==> src/rtl/stream_demux_pkg.sv <==
// Shared definitions for the stream demux and sibling lane blocks:
// select-width helper, channel-slice macro and the per-beat route type.
`ifndef STREAM_DEMUX_PKG_SV
`define STREAM_DEMUX_PKG_SV

// Part-select for lane k of a flat bus built from equal W-bit lanes.
`define SD_SLICE(k, w) ((k) * (w)) +: (w)

package stream_demux_pkg;

  localparam int unsigned N_OUT_MIN = 2;
  localparam int unsigned N_OUT_MAX = 16;

  // Minimum select width able to address n channels (never below 1 bit).
  function automatic int unsigned sel_w_for(input int unsigned n);
    if (n <= 2) begin
      return 1;
    end
    return $clog2(n);
  endfunction

  // What happens to the beat presented on the input this cycle.
  typedef enum logic [1:0] {
    ROUTE_IDLE  = 2'd0,  // no beat offered
    ROUTE_LOAD  = 2'd1,  // accepted into an in-range slot
    ROUTE_DROP  = 2'd2,  // accepted and discarded, select out of range
    ROUTE_STALL = 2'd3   // destination slot full and its consumer stalled
  } route_e;

endpackage

`endif

==> src/rtl/stream_demux_slot.sv <==
// One-entry output slot: loads a beat, holds it stable under backpressure,
// and accepts a replacement in the same cycle it drains (full throughput).
module demux_slot #(
  parameter int W = 8
) (
  input  logic         clk,
  input  logic         rst,
  input  logic         load,
  input  logic [W-1:0] load_data,
  output logic         out_valid,
  input  logic         out_ready,
  output logic [W-1:0] out_data,
  output logic         can_load
);

  logic         valid_q, valid_d;
  logic [W-1:0] data_q, data_d;

  // Next-state: a load wins over a drain so the slot stays full on overlap.
  always_comb begin
    valid_d  = valid_q;
    data_d   = data_q;
    can_load = ~valid_q | out_ready;
    if (load) begin
      valid_d = 1'b1;
      data_d  = load_data;
    end else if (valid_q && out_ready) begin
      valid_d = 1'b0;
    end
  end

  // Slot registers; reset discards any held beat without a handshake.
  always_ff @(posedge clk) begin
    if (rst) begin
      valid_q <= 1'b0;
      data_q  <= '0;
    end else begin
      valid_q <= valid_d;
      data_q  <= data_d;
    end
  end

  assign out_valid = valid_q;
  assign out_data  = data_q;

endmodule

==> src/rtl/stream_demux.sv <==
// 1:N stream demultiplexer. Each accepted beat goes to the channel picked by
// in_sel (explicit mode) or by a round-robin pointer (auto mode).
//
// Handshake: a beat transfers on a rising edge where valid and ready are both
// high; ready never depends on valid, and a producer holding valid keeps its
// data stable until the transfer. The same rule applies on every output lane.
module stream_demux
  import stream_demux_pkg::*;
#(
  parameter int W     = 8,
  parameter int N_OUT = 2,
  parameter int SEL_W = 1
) (
  input  logic               clk,
  input  logic               rst,
  input  logic               auto_mode,
  input  logic               in_valid,
  output logic               in_ready,
  input  logic [W-1:0]       in_data,
  input  logic [SEL_W-1:0]   in_sel,
  output logic [N_OUT-1:0]   out_valid,
  input  logic [N_OUT-1:0]   out_ready,
  output logic [N_OUT*W-1:0] out_data,
  output logic [SEL_W-1:0]   rr_ptr,
  output logic               err_sel
);

  if ((N_OUT < N_OUT_MIN) || (N_OUT > N_OUT_MAX) ||
      (SEL_W < int'(sel_w_for(N_OUT)))) begin : g_bad_params
    $error("stream_demux: N_OUT must be 2..16 and SEL_W >= clog2(N_OUT)");
  end

  // Channel count and last pointer value in select-sized arithmetic.
  localparam logic [SEL_W:0]   N_OUT_X  = (SEL_W + 1)'(N_OUT);
  localparam logic [SEL_W-1:0] LAST_PTR = SEL_W'(N_OUT - 1);

  logic [SEL_W-1:0] rr_ptr_q, rr_ptr_d;
  logic             err_sel_q, err_sel_d;
  logic [SEL_W-1:0] dest;
  logic             dest_ok;
  logic             dest_free;
  logic [N_OUT-1:0] can_load;
  logic [N_OUT-1:0] load;
  route_e           route;

  // Destination, range check and the ready seen by the producer.
  always_comb begin
    dest      = auto_mode ? rr_ptr_q : in_sel;
    dest_ok   = ({1'b0, dest} < N_OUT_X);
    dest_free = 1'b0;
    for (int k = 0; k < N_OUT; k++) begin
      if (dest == SEL_W'(k)) begin
        dest_free = can_load[k];
      end
    end
    // Out-of-range beats are always swallowed so the producer never hangs.
    in_ready = dest_ok ? dest_free : 1'b1;
  end

  // Classify the offered beat and decode the slot load strobes.
  always_comb begin
    route = ROUTE_IDLE;
    load  = '0;
    if (in_valid) begin
      if (!dest_ok) begin
        route = ROUTE_DROP;
      end else if (dest_free) begin
        route = ROUTE_LOAD;
      end else begin
        route = ROUTE_STALL;
      end
    end
    for (int k = 0; k < N_OUT; k++) begin
      load[k] = (route == ROUTE_LOAD) && (dest == SEL_W'(k));
    end
  end

  // Pointer moves only on an auto-mode accept and wraps at N_OUT, not 2^SEL_W;
  // the error flag is sticky until reset.
  always_comb begin
    rr_ptr_d  = rr_ptr_q;
    err_sel_d = err_sel_q;
    if (auto_mode && (route == ROUTE_LOAD)) begin
      rr_ptr_d = (rr_ptr_q == LAST_PTR) ? '0 : rr_ptr_q + SEL_W'(1);
    end
    if (route == ROUTE_DROP) begin
      err_sel_d = 1'b1;
    end
  end

  // Control registers.
  always_ff @(posedge clk) begin
    if (rst) begin
      rr_ptr_q  <= '0;
      err_sel_q <= 1'b0;
    end else begin
      rr_ptr_q  <= rr_ptr_d;
      err_sel_q <= err_sel_d;
    end
  end

  assign rr_ptr  = rr_ptr_q;
  assign err_sel = err_sel_q;

  for (genvar k = 0; k < N_OUT; k++) begin : g_slot
    demux_slot #(
      .W(W)
    ) u_slot (
      .clk       (clk),
      .rst       (rst),
      .load      (load[k]),
      .load_data (in_data),
      .out_valid (out_valid[k]),
      .out_ready (out_ready[k]),
      .out_data  (out_data[`SD_SLICE(k, W)]),
      .can_load  (can_load[k])
    );
  end

endmodule

==> config.mk <==
export PLATFORM = sky130hd
export DESIGN_NAME = stream_demux
export DESIGN_NICKNAME = d
export VERILOG_FILES = /design/src/rtl/stream_demux_pkg.sv /design/src/rtl/stream_demux_slot.sv /design/src/rtl/stream_demux.sv
export SDC_FILE = /design/constraint.sdc
export NUM_CORES = 1
export LEC_CHECK = 0
export BUFFER_PORTS_ARGS = -buffer_cell sky130_fd_sc_hd__buf_2
export CAP_MARGIN = 20
export CORE_UTILIZATION = 48
export CTS_BUF_LIST = sky130_fd_sc_hd__clkbuf_2
export DETAILED_ROUTE_END_ITERATION = 6
export GPL_TIMING_DRIVEN = 0
export HOLD_SLACK_MARGIN = 0.06
export PLACE_DENSITY = 0.81
export RECOVER_POWER = 25
export SYNTH_ARGS = -nofsm -noshare
export SYNTH_HDL_FRONTEND = slang
export SYNTH_SLANG_ARGS = --single-unit
export TNS_END_PERCENT = 30
==> constraint.sdc <==
create_clock -name clk -period 1.43 [get_ports clk]
set_input_delay 0.0715 -clock clk [delete_from_list [all_inputs] [get_ports clk]]
set_output_delay 0.0715 -clock clk [all_outputs]
set_load 0.005 [all_outputs]
==> flow_summary.yaml <==
logic_synthesis:
  synthCells: 81
  syn_nets: 96
  synth_area_leaders: "dfxtp_1 47%, mux2i_1 20%, nand2b_1 19%, buf_6 2.6%, buf_4 1.7%"
  yosysTopAreaCellShare: 0.466
  yosysSeqAreaShare: 0.466
  yosysUniqueCellTypes: 16
  avgSynthCellArea_um2: 10.6
  synth_area_um2: 860
  synth-seq-cells: 20
  ys_warn_count: 0
  synth_area_leader_cell: "dfxtp_1"
worst_setup_path:
  path_cells: "mux2i_4, mux2_4, buf_2"
  slowest_stage: "dfxtp_4"
  worst-path-max-fanout: 4
  crit_path_end: "in_ready"
  start_kind: "register"
  reg2reg_to: "g_slot[0].u_slot.out_data[0]"
  critPathTopFamily: "multiplexers"
  r2r_cells: 5
  reg2reg_from: "rr_ptr"
  path_depth: 3
  crit_arrival_ns: 1.30
  startpoint: "rr_ptr"
  worst-path-buf-inv: 1
  critPathKind: "reg -> out"
  end_kind: "primary output"
  max_stage_delay_ns: 0.39
  rrSetupSlack_ns: 0.17
  cp.required_ns: 1.36
placement:
  dpl-instance-area_um2: 1060
  gp_congestion: 0.726
  dpl.hpwl_mm: 1.18
  portBuffers: 34
  dp_cells: 139
job:
  max_cap_viol_count: 0
grt:
  grt_usage: 0.203
  antenna_found_initial: 0
  grt_first_pass_wirelength_mm: 2.93
  grt_max_degree: 12
  grt_pass1_vias: 690
  overflow: 0
route:
  vias: 725
  drtPass1Iterations: 4
  wire_per_inst_um: 11.1
  drc: 0
  ant_nets: 0
  vias_per_cell: 4.74
  wirelength_mm: 1.70
  drt_iter0_drc: 7
worst_hold_path:
  min_path_type: "in -> reg"
  hold_path_depth: 3
cells_and_area:
  mostFrequentLayoutCell: "buf_2"
  layout_common_cells: "31 x buf_2, 26 x nand2b_1, 19 x dfxtp_1"
  stdcell_area_um2: 1190
  insertedDiodeCount: 0
  area_delta_synth_final_pct: 38.4
  final_cells: 153
  finalNetCount: 145
  drive_gt1_frac: 0.349
sta:
  min_period_over_period: 0.957
  fmax_mhz: 731
  fin_skew_ns: 0.0166
  slew-limit-headroom: 0.734
  drv_slew: 0
  worst_slew_pin_slew_ns: 0.399
  finalHoldViolCount: 0
  setup_viol: 0
  period_needed_ns: 1.37
floorplan:
  rows: 14
  start_util: 0.539
  die_area_um2: 1960
  io_pins: 36
  floorplan.die.width_um: 44.3
  die-height_um: 44.3
  core_um2: 1590
run_status:
  status: "finished clean"
cts:
  cts_buffer_depth: 2
  cts_tree: "yes"
  insertion_delay_ns: 0.30
  cts_root_buffer: "clkbuf_2"
  clk_pin_slew_ns: 0.17
  numClockSinks: 20
  cts_buffers: 3
  htree_levels: 1
power_and_ir_drop:
  ir_worst_vdd_mv: 0.584
  power_density_nw_per_um2: 865
  p_total_mw: 1.03
  p_leak_nw: 0.577
synthesized netlist by cell type:
master	count
nand2b_1	26
buf_6	2
buf_4	2
mux2i_1	17
dfxtp_1	20
nor3_1	1
mux2_2	1
nand3_1	1
and4_2	1
and3b_2	1
and3_1	1
nand3b_1	1
a21oi_1	2
clkbuf_1	3
nor2b_1	1
a31oi_1	1
cell type report:
cell class	count	area [µm²]
Clock buffer	3	15.0
Timing Repair Buffer	44	262
Sequential cell	20	404
Fill cell	117	404
Multi-Input combinational cell	54	427
Clock inverter	1	3.75
Buffer	7	48.8
Tap cell	24	30.0
kinds of logic after synthesis:
kind of cell    synth area share
buf+inv                   0.0568
compound gates            0.0189
mux                        0.211
flops                      0.466
simple gates               0.247
worst min-delay path: cells and delay by family:
kind | cells | cell delay [ns]
buffers and inverters | 1 | 0.13
AOI/OAI and AO/OA | 1 | 0.13
and+or+nand+nor | 1 | 0.06
flip-flops by register name (all words and copies together), names as in the netlist:
name	cells
rr_ptr	1
err_sel	1
g_slot.u_slot.out_data	16
g_slot.u_slot.out_valid	2
per-layer routing:
layer	vias to the layer above	GRT usage	part of all wire
li1	365	-	-
met1	339	0.231	0.45
met2	19	0.374	0.52
met3	2	0.0367	0.028
met4	0	0.0727	0.0053
met5	-	0	0
stage by stage:
stage          setup WS (ns)  hold WS [ns]   util   TNS, ns
2_1_floorplan          0.314         0.247      -         0
3_3_place_gp           0.239         0.354  0.665         0
3_5_place_dp           0.155         0.369  0.665         0
4_1_cts              0.00767        0.0938  0.735         0
5_1_grt             -0.00124         0.127  0.746  -0.00124
6_report              0.0622         0.120  0.746         0
worst min-delay path by stage:
| stage | slack, ns | end | from |
|---|---|---|---|
| final | 0.12 | rr_ptr | in_valid |
| after global routing | 0.13 | rr_ptr | in_valid |
| after CTS | 0.09 | rr_ptr | in_valid |
| after detailed placement | 0.37 | g_slot[1].u_slot.out_data[0] | in_data[0] |
| after global placement | 0.35 | g_slot[1].u_slot.out_data[7] | in_data[7] |
| after floorplan | 0.25 | g_slot[1].u_slot.out_data[0] | in_data[0] |
report_power, final:
group	internal, mW	total, mW	switching [mW]	leakage, nW
Combinational	0.119	0.201	0.0819	0.399
Sequential	0.590	0.608	0.0179	0.164
Clock	0.0608	0.221	0.160	0.0140
Total	0.770	1.03	0.260	0.577
timing repair:
item	4_1_cts	5_1_grt
setup buffers	0	2
hold buffers	8	0
endpoints found under the setup margin	1	1
resized for setup	3	2
endpoints found under the hold margin	16	0
(Power assumes the default switching activity.)
